--- config.mk ---
export PLATFORM = sky130hd
export DESIGN_NAME = jk_cmd_driver
export DESIGN_NICKNAME = d
export VERILOG_FILES = /design/src/rtl/jk_cmd_driver_pkg.sv /design/src/rtl/jk_cmd_driver_cmd_fifo.sv /design/src/rtl/jk_cmd_driver.sv
export SDC_FILE = /design/constraint.sdc
export NUM_CORES = 1
export LEC_CHECK = 0
export CAP_MARGIN = 20
export CORE_MARGIN = 2
export CORE_UTILIZATION = 50
export CTS_CLUSTER_DIAMETER = 120
export CTS_CLUSTER_SIZE = 28
export DETAILED_ROUTE_END_ITERATION = 16
export PLACE_DENSITY = 0.71
export SLEW_MARGIN = 20
export SYNTH_ARGS = -nofsm -noshare
export SYNTH_HDL_FRONTEND = slang
export SYNTH_SLANG_ARGS = --single-unit
--- constraint.sdc ---
create_clock -name clk -period 5.3 [get_ports clk]
set_clock_uncertainty 0.05 [all_clocks]
set_input_delay 1.325 -clock clk [delete_from_list [all_inputs] [get_ports clk]]
set_output_delay 1.325 -clock clk [all_outputs]
set_load 0.02 [all_outputs]
--- src/rtl/jk_cmd_driver_pkg.sv ---
// rtl/jk_cmd_driver_pkg.sv - op encodings, FSM state type and JK helpers for jk_cmd_driver
package jk_cmd_driver_pkg;

    localparam logic [1:0] OP_HOLD   = 2'b00;
    localparam logic [1:0] OP_RESET  = 2'b01;
    localparam logic [1:0] OP_SET    = 2'b10;
    localparam logic [1:0] OP_TOGGLE = 2'b11;

    // FIFO entry is {op, count}
    localparam int CMD_W = 6;

    typedef enum logic {
        IDLE  = 1'b0,
        ISSUE = 1'b1
    } state_t;

    function automatic logic jk_next(input logic j, input logic k, input logic q);
        return (j & ~q) | (~k & q);
    endfunction

    // Returns {j, k} for an op
    function automatic logic [1:0] op_drive(input logic [1:0] op);
        case (op)
            OP_HOLD:   return 2'b00;
            OP_RESET:  return 2'b01;
            OP_SET:    return 2'b10;
            OP_TOGGLE: return 2'b11;
            default:   return 2'b00;
        endcase
    endfunction

endpackage

--- src/rtl/jk_cmd_driver_cmd_fifo.sv ---
// rtl/jk_cmd_driver_cmd_fifo.sv - synchronous command FIFO with full/empty flags
module cmd_fifo #(
    parameter int DEPTH = 4,
    parameter int WIDTH = 6
) (
    input  logic             clk,
    input  logic             rst,
    input  logic             push,
    input  logic [WIDTH-1:0] push_data,
    input  logic             pop,
    output logic [WIDTH-1:0] head,
    output logic             full,
    output logic             empty
);

    localparam int AW = $clog2(DEPTH);

    logic [WIDTH-1:0] mem [DEPTH];
    // Extra MSB on each pointer distinguishes full from empty
    logic [AW:0]      wr_ptr;
    logic [AW:0]      rd_ptr;

    assign empty = (wr_ptr == rd_ptr);
    assign full  = (wr_ptr[AW] != rd_ptr[AW]) && (wr_ptr[AW-1:0] == rd_ptr[AW-1:0]);
    assign head  = mem[rd_ptr[AW-1:0]];

    always_ff @(posedge clk) begin
        if (rst) begin
            wr_ptr <= '0;
            rd_ptr <= '0;
        end else begin
            if (push && !full) begin
                wr_ptr <= wr_ptr + (AW+1)'(1);
            end
            if (pop && !empty) begin
                rd_ptr <= rd_ptr + (AW+1)'(1);
            end
        end
    end

    always_ff @(posedge clk) begin
        if (push && !full) begin
            mem[wr_ptr[AW-1:0]] <= push_data;
        end
    end

endmodule

--- src/rtl/jk_cmd_driver.sv ---
// rtl/jk_cmd_driver.sv - queued JK flip-flop command driver with expected-Q checker
module jk_cmd_driver
    import jk_cmd_driver_pkg::*;
#(
    parameter int FIFO_DEPTH = 4
) (
    input  logic       clk,
    input  logic       rst,
    input  logic       cmd_valid,
    output logic       cmd_ready,
    input  logic [1:0] cmd_op,
    input  logic [3:0] cmd_count,
    output logic       j,
    output logic       k,
    input  logic       q_in,
    output logic       exp_q,
    output logic       mismatch,
    output logic       busy,
    output logic       done
);

    logic [CMD_W-1:0] head;
    logic             full;
    logic             empty;
    logic             push;
    logic             pop;
    state_t           state;
    logic [3:0]       cnt;

    assign cmd_ready = ~full;
    assign push      = cmd_valid & ~full;
    // Pop whenever the FSM is free: idle, or on the final cycle of the current op
    assign pop       = ~empty & ((state == IDLE) | (cnt == 4'd0));
    assign busy      = (state == ISSUE) | ~empty;

    cmd_fifo #(
        .DEPTH (FIFO_DEPTH),
        .WIDTH (CMD_W)
    ) u_cmd_fifo (
        .clk       (clk),
        .rst       (rst),
        .push      (push),
        .push_data ({cmd_op, cmd_count}),
        .pop       (pop),
        .head      (head),
        .full      (full),
        .empty     (empty)
    );

    always_ff @(posedge clk) begin
        if (rst) begin
            state <= IDLE;
            cnt   <= 4'd0;
            j     <= 1'b0;
            k     <= 1'b0;
            done  <= 1'b0;
        end else begin
            done <= 1'b0;
            case (state)
                IDLE: begin
                    if (pop) begin
                        state    <= ISSUE;
                        cnt      <= head[3:0];
                        {j, k}   <= op_drive(head[5:4]);
                    end else begin
                        j <= 1'b0;
                        k <= 1'b0;
                    end
                end
                ISSUE: begin
                    if (cnt != 4'd0) begin
                        cnt <= cnt - 4'd1;
                    end else if (pop) begin
                        cnt    <= head[3:0];
                        {j, k} <= op_drive(head[5:4]);
                    end else begin
                        state <= IDLE;
                        j     <= 1'b0;
                        k     <= 1'b0;
                        done  <= 1'b1;
                    end
                end
                default: state <= IDLE;
            endcase
        end
    end

    always_ff @(posedge clk) begin
        if (rst) begin
            exp_q    <= 1'b0;
            mismatch <= 1'b0;
        end else begin
            exp_q <= jk_next(j, k, exp_q);
            if (q_in != exp_q) begin
                mismatch <= 1'b1;
            end
        end
    end

endmodule

==> flow_summary.yaml <==
clock_network:
  hold_buffers: 0
  cts-root-buf: "clkbuf_4"
  cts_buffer_depth: 2
  post_cts_buffers: 0
  h-tree-depth: 2
  cts-resized-gates: 0
  cts_buffers: 5
  worst_skew_pair.late_latency_ns: 0.34
  path_clk_slew_ns: 0.12
  cts_sinks: 42
  cts_tree: "done"
cells_and_area:
  antenna_cells: 0
  design.final.nets: 162
  syn_to_final_growth_pct: 14.0
  layout_commonest_cell: "edfxtp_1"
  utilization: 0.600
  final_cell_count_no_fill: 193
  final_cell_mix: "24 x edfxtp_1, 18 x dfxtp_1, 16 x clkdlybuf4s50_1"
  multi_input_area_um2: 644
  nFillCells: 295
  regArea_mm2: 0.00108
  final_area_mm2: 0.00202
  drive_gt1_frac: 0.150
timing:
  rsz0062_at_grt: "false"
  drv_slew: 0
  setup_tns_ns: 0
  max_freq_ghz: 0.286
  hold_slack_ns: 0.429
  period_minus_slack_ns: 3.49
  hold_viol: 0
  setup_viol: 0
  relSlewSlack: 0.544
  worstMarginPinSlew_ns: 0.682
  period_share: 0.659
route:
  wl_um: 2900
  drc: 0
  vias_per_cell: 5.21
  drt_iter0_drc: 52
  first_pass_iters: 4
  vias: 1005
  detail-route-antenna-nets: 0
  wire_per_inst_um: 15.0
worst_setup_path:
  cpLargestDelayFamily: "simple AND/OR/NAND/NOR gates"
  path_class: "flip-flop to output port"
  regToRegStartpoint: "cnt[0]$_SDFF_PP0_"
  end_kind: "output port"
  r2r_slack_ns: 3.36
  path_cells: "xnor2_2 -> nand3_2 -> or2_2 -> clkdlybuf4s50_1"
  crit_buf_inv: 1
  ff2ff_path_depth: 6
  worstPathMaxFanout: 9
  r2r_end: "u_cmd_fifo.rd_ptr[2]$_SDFFE_PP0P_"
  worst_ep_required_time_ns: 3.92
  cp.arrival_ns: 2.12
  slowest_stage: "clkdlybuf4s50_1"
  cpPeakStageDelay_ns: 0.53
  start_kind: "flip-flop"
place:
  placed_area_mm2: 0.00197
  dp.cells: 185
  dpl.hpwl_um: 2070
  io_buffers: 16
  place_congestion: 0.802
yosys:
  synth_cells: 127
  synth-simple-area-share: 0.110
  synth_top_family_by_area: "multiplexers"
  ys.warnings.count: 0
  avgSynthCellArea_um2: 14.0
  ys_ff_latch: 42
  synth_xor_xnor_area_share: 0.0480
  yosysUniqueCellTypes: 36
  synth-adder-area-share: 0.0424
  synth_compound_area_frac: 0.0523
  netlist_area_mm2: 0.00177
  synth.mux.area_fraction: 0.111
  synth_nets: 143
  synth-seq-area-share: 0.610
min_path:
  hold_end: "k$_SDFFE_PP0N_"
  hold_path_startpoint: "k$_SDFFE_PP0N_"
  hold_class: "flip-flop to flip-flop"
  hold_depth: 2
power_and_ir_drop:
  leakage_nw: 0.709
  ir_worst_vdd_v: 0.000203
  pwr-share-seq: 0.489
  p_comb_frac: 0.352
  power.internal_mw: 0.621
  power.switching_mw: 0.318
  p_per_area_mw_per_mm2: 465
  clkPwrFrac: 0.159
  switching_share: 0.339
global_route:
  grt_overflow_total: 0
  grt_usage: 0.173
  antenna_found_initial: 0
  grt_pass1_wl_um: 5060
  grt_max_degree: 20
  grt_pass1_vias: 1015
die:
  core_area_mm2: 0.00336
  ios: 17
  die_x_um: 63.5
  rows: 21
  die_area_mm2: 0.00404
  initial_core_util: 0.527
  die_y_um: 63.5
outcome:
  status: "finished, final reports clean"
run:
  maxCapViolCount: 0
registers in the layout (all words and copies together) (netlist names), named ones only:
name               count
exp_q                  1
cnt                    4
u_cmd_fifo.mem        24
u_cmd_fifo.wr_ptr      3
j                      1
u_cmd_fifo.rd_ptr      3
k                      1
state                  1
done                   1
mismatch               1
power groups by stage:
stage	combinational [mW]	clock [mW]	sequential [mW]
finish	0.331	0.150	0.459
global route	0.366	0.174	0.471
CTS	0.333	0.155	0.462
detailed placement	0.332	0	0.469
global placement	0.327	0	0.463
floorplan	0.255	0	0.457
per-layer routing:
metal / routed length (um) / track usage / share of wire
met5: 0 / 0 / 0
met4: 42 / 0.0571 / 0.014
met3: 118 / 0.0661 / 0.041
met2: 1530 / 0.282 / 0.53
met1: 1200 / 0.211 / 0.42
area by class of cell:
class                           count  share of cell area
Clock buffer                        5              0.0186
Tap cell                           46              0.0285
Inverter                            6              0.0112
Sequential cell                    42               0.535
Clock inverter                      3             0.00805
Multi-Input combinational cell     75               0.319
Timing Repair Buffer               16              0.0793
cells by family (layout without fill, tap and decap cells):
group / count (synthesis) / in the layout
AO/OA/AOI/OAI: 12 / 12
XOR/XNOR: 8 / 8
adder cells (fa/ha/maj): 6 / 6
buffers and inverters: 10 / 30
flip-flops: 42 / 42
multiplexers: 12 / 12
AND/OR/NAND/NOR: 37 / 37
through the flow:
step / setup slack, ns / total power [mW]
floorplan: 2.77 / 0.712
global placement: 2.22 / 0.790
detailed placement: 2.19 / 0.801
CTS: 1.79 / 0.951
global route: 1.66 / 1.01
finish: 1.81 / 0.939
cell usage after synthesis:
| cell | n | area share |
|---|---|---|
| edfxtp_1 | 24 | 0.41 |
| dfxtp_1 | 18 | 0.20 |
| nor2_1 | 12 | 0.025 |
| nand2_1 | 7 | 0.015 |
| ha_1 | 6 | 0.042 |
| inv_1 | 6 | 0.013 |
| mux4_2 | 6 | 0.076 |
| mux2i_1 | 5 | 0.028 |
| and2_1 | 4 | 0.014 |
| nand3_1 | 4 | 0.011 |
| xnor2_1 | 4 | 0.020 |
| a21oi_1 | 3 | 0.0085 |
| a31oi_1 | 2 | 0.0071 |
| clkbuf_1 | 2 | 0.0042 |
| xnor2_2 | 2 | 0.018 |
| xor2_1 | 2 | 0.0099 |
| a21boi_1 | 1 | 0.0042 |
| a221oi_1 | 1 | 0.0049 |
| a31oi_2 | 1 | 0.0071 |
| a32oi_2 | 1 | 0.0092 |
| and2_4 | 1 | 0.0049 |
| buf_2 | 1 | 0.0028 |
| buf_6 | 1 | 0.0064 |
| mux2_1 | 1 | 0.0064 |
| nand2b_1 | 1 | 0.0035 |
| nand3_2 | 1 | 0.0056 |
| nor2b_1 | 1 | 0.0035 |
| nor4_1 | 1 | 0.0035 |
| nor4b_1 | 1 | 0.0049 |
| o21ai_0 | 1 | 0.0028 |
| o21ai_1 | 1 | 0.0028 |
| o31a_2 | 1 | 0.0056 |
| or2_2 | 1 | 0.0035 |
| or3_1 | 1 | 0.0035 |
| or3b_1 | 1 | 0.0049 |
| or3b_4 | 1 | 0.0064 |
worst max-delay path by stage:
stage / from / end / cells after the start
4_1_cts: u_cmd_fifo.wr_ptr[0]$_SDFFE_PP0P_ / busy / 4
6_report: u_cmd_fifo.wr_ptr[1]$_SDFFE_PP0P_ / busy / 4
5_1_grt: u_cmd_fifo.wr_ptr[1]$_SDFFE_PP0P_ / busy / 4
2_1_floorplan: u_cmd_fifo.rd_ptr[0]$_SDFFE_PP0P_ / busy / 3
3_5_place_dp: u_cmd_fifo.wr_ptr[0]$_SDFFE_PP0P_ / busy / 4
3_3_place_gp: u_cmd_fifo.wr_ptr[0]$_SDFFE_PP0P_ / busy / 4
worst reg2reg max path: stages, from the launching register on:
cell and delay [ns]:
dfxtp_1 0.34, inv_1 0.09, ha_1 0.18, or3b_4 0.42
a32oi_2 0.31, nand2_1 0.12, mux2_1 0.32
Note: power is estimated with default switching activity, not from simulation.
==> RTL edit, RTL diff (same settings) <==
`FIFO_DEPTH`: 4 -> 2.
--- a/src/rtl/jk_cmd_driver.sv
+++ b/src/rtl/jk_cmd_driver.sv
@@ -3,5 +3,5 @@
     import jk_cmd_driver_pkg::*;
 #(
-    parameter int FIFO_DEPTH = 4
+    parameter int FIFO_DEPTH = 2
 ) (
     input  logic       clk,
Check against the original RTL: not equivalent (Yosys sat finds a counterexample within 4 cycles, from zero or initial values and one cycle with rst high).
==> RTL edit against the unedited design <==
  * Cell area fell by 34%
  * Die area fell by 34%
  * Register-to-register slack improved by 0.09 ns
  * Clock power fell by 44%
  * Wire length fell by 35%
  * Total power fell by 21%
  * Area after synthesis fell by 36%
  * Fmax rose by 5.0%
  * Sequential cell count fell by 15
  * Worst setup slack improved by 0.17 ns
==> RTL edit: results <==
set metrics [dict create \
    dpl.hpwl_um 1380 \
    ir_worst_vdd_uv 394 \
    synth-edff-count 12 \
    rr_endpoint "u_cmd_fifo.mem[0][0]$_DFFE_PP_" \
    drtPass1Iterations 5 \
    gp_congestion 0.850 \
    track_usage_pct 15.7 \
    worst_slew_pin_slew_ns 0.756 \
    r2r_slack_ns 3.45 \
    grt_use_met2_pct 27.1 \
    fillers 175 \
    htree_levels 1 \
    worstSkewPairLatency_ns 0.31 \
    path_max_fanout 6 \
    synth.distinct_cells 34 \
    internal_power_uw 468 \
    rr_startpoint "u_cmd_fifo.rd_ptr[0]$_SDFFE_PP0P_" \
    wl_um 1900 \
    fin_nets 121 \
    largest_reg_flops 12 \
    r2r_cells 3 \
    critPathArrivalTime_ns 1.95 \
    ys_warn_count 0 \
    yosys-top-cells-count "15 x dfxtp_1, 12 x edfxtp_1, 10 x nor2_1" \
    crit_path_start "u_cmd_fifo.wr_ptr[0]$_SDFFE_PP0P_" \
    gr-usage-met3_pct 3.45 \
    grt_pass1_vias 726 \
    status "finished, final reports clean" \
    grt_pass1_wl_um 3080 \
    use_met1_pct 18.9 \
    p_leak_nw 0.486 \
    synthesis.nets 103 \
    synthTopCellsByArea "edfxtp_1 32%, dfxtp_1 26%, mux2_2 5.0%, nor2_1 3.3%, xnor2_1 3.1%" \
    drive_gt1_share_pct 14.7 \
    cts_buffers 3 \
    vias 745 \
]
RTL edit: worst min path at each step:
stage | end | slack (ns) | from | depth (start not counted)
after detailed placement | mismatch$_SDFFE_PP0P_ | 0.41 | mismatch$_SDFFE_PP0P_ | 2
after CTS | mismatch$_SDFFE_PP0P_ | 0.44 | mismatch$_SDFFE_PP0P_ | 2
after floorplan | cnt[0]$_SDFF_PP0_ | 0.40 | cnt[0]$_SDFF_PP0_ | 1
after global placement | mismatch$_SDFFE_PP0P_ | 0.40 | mismatch$_SDFFE_PP0P_ | 2
after global routing | mismatch$_SDFFE_PP0P_ | 0.45 | mismatch$_SDFFE_PP0P_ | 2
final | mismatch$_SDFFE_PP0P_ | 0.44 | mismatch$_SDFFE_PP0P_ | 2
RTL edit: cells by family (layout without fill, tap and decap cells):
family                   count (synthesis)  in the layout  share of synthesized area [%]
AO/OA/AOI/OAI                           17             17                           11.3
XOR/XNOR                                 8              8                           7.48
adder cells (fa/ha/maj)                  1              1                           1.10
buffers and inverters                    6             23                           2.64
flip-flops                              27             27                           58.1
multiplexers                             8              8                           7.59
AND/OR/NAND/NOR                         25             25                           11.8
RTL edit: per-layer routing:
metal	vias to the layer above	wire length, um	part of all wire (%)
met5	-	0	0
met4	0	16	0.84
met3	2	66	3.5
met2	16	963	51
met1	360	850	45
li1	367	-	-
RTL edit: power by group through the flow:
stage               Clock [mW]  Sequential (mW)  Combinational [mW]
floorplan                    0            0.328               0.237
global placement             0            0.326               0.326
detailed placement           0            0.329               0.335
CTS                     0.0886            0.324               0.337
global route            0.0950            0.331               0.362
finish                  0.0839            0.324               0.335
RTL edit: through the flow:
stage / power (mW) / utilization [%] / instance area, um^2 / std cells / setup slack, ns
after floorplan: 0.565 / - / 1140 / 92 / 2.90
after global placement: 0.653 / 60.0 / 1310 / 133 / 2.36
after detailed placement: 0.664 / 60.0 / 1310 / 133 / 2.25
after CTS: 0.749 / 61.2 / 1340 / 137 / 1.97
after global routing: 0.788 / 61.2 / 1340 / 137 / 1.87
final: 0.743 / 61.2 / 1340 / 137 / 1.98
RTL edit: cell type report:
class	count	area (um^2)	area share, %
Sequential cell	27	661	49.3
Multi-Input combinational cell	59	447	33.3
Timing Repair Buffer	16	160	12.0
Tap cell	28	35.0	2.61
Clock buffer	4	26.3	1.96
Inverter	3	11.3	0.840
RTL edit: worst max-delay path, delay by kind of cell (launching register included):
family / cells / cell delay [ns]
flops: 1 / 0.39
xor+xnor: 1 / 0.39
buf+inv: 1 / 0.53
simple gates: 2 / 0.33
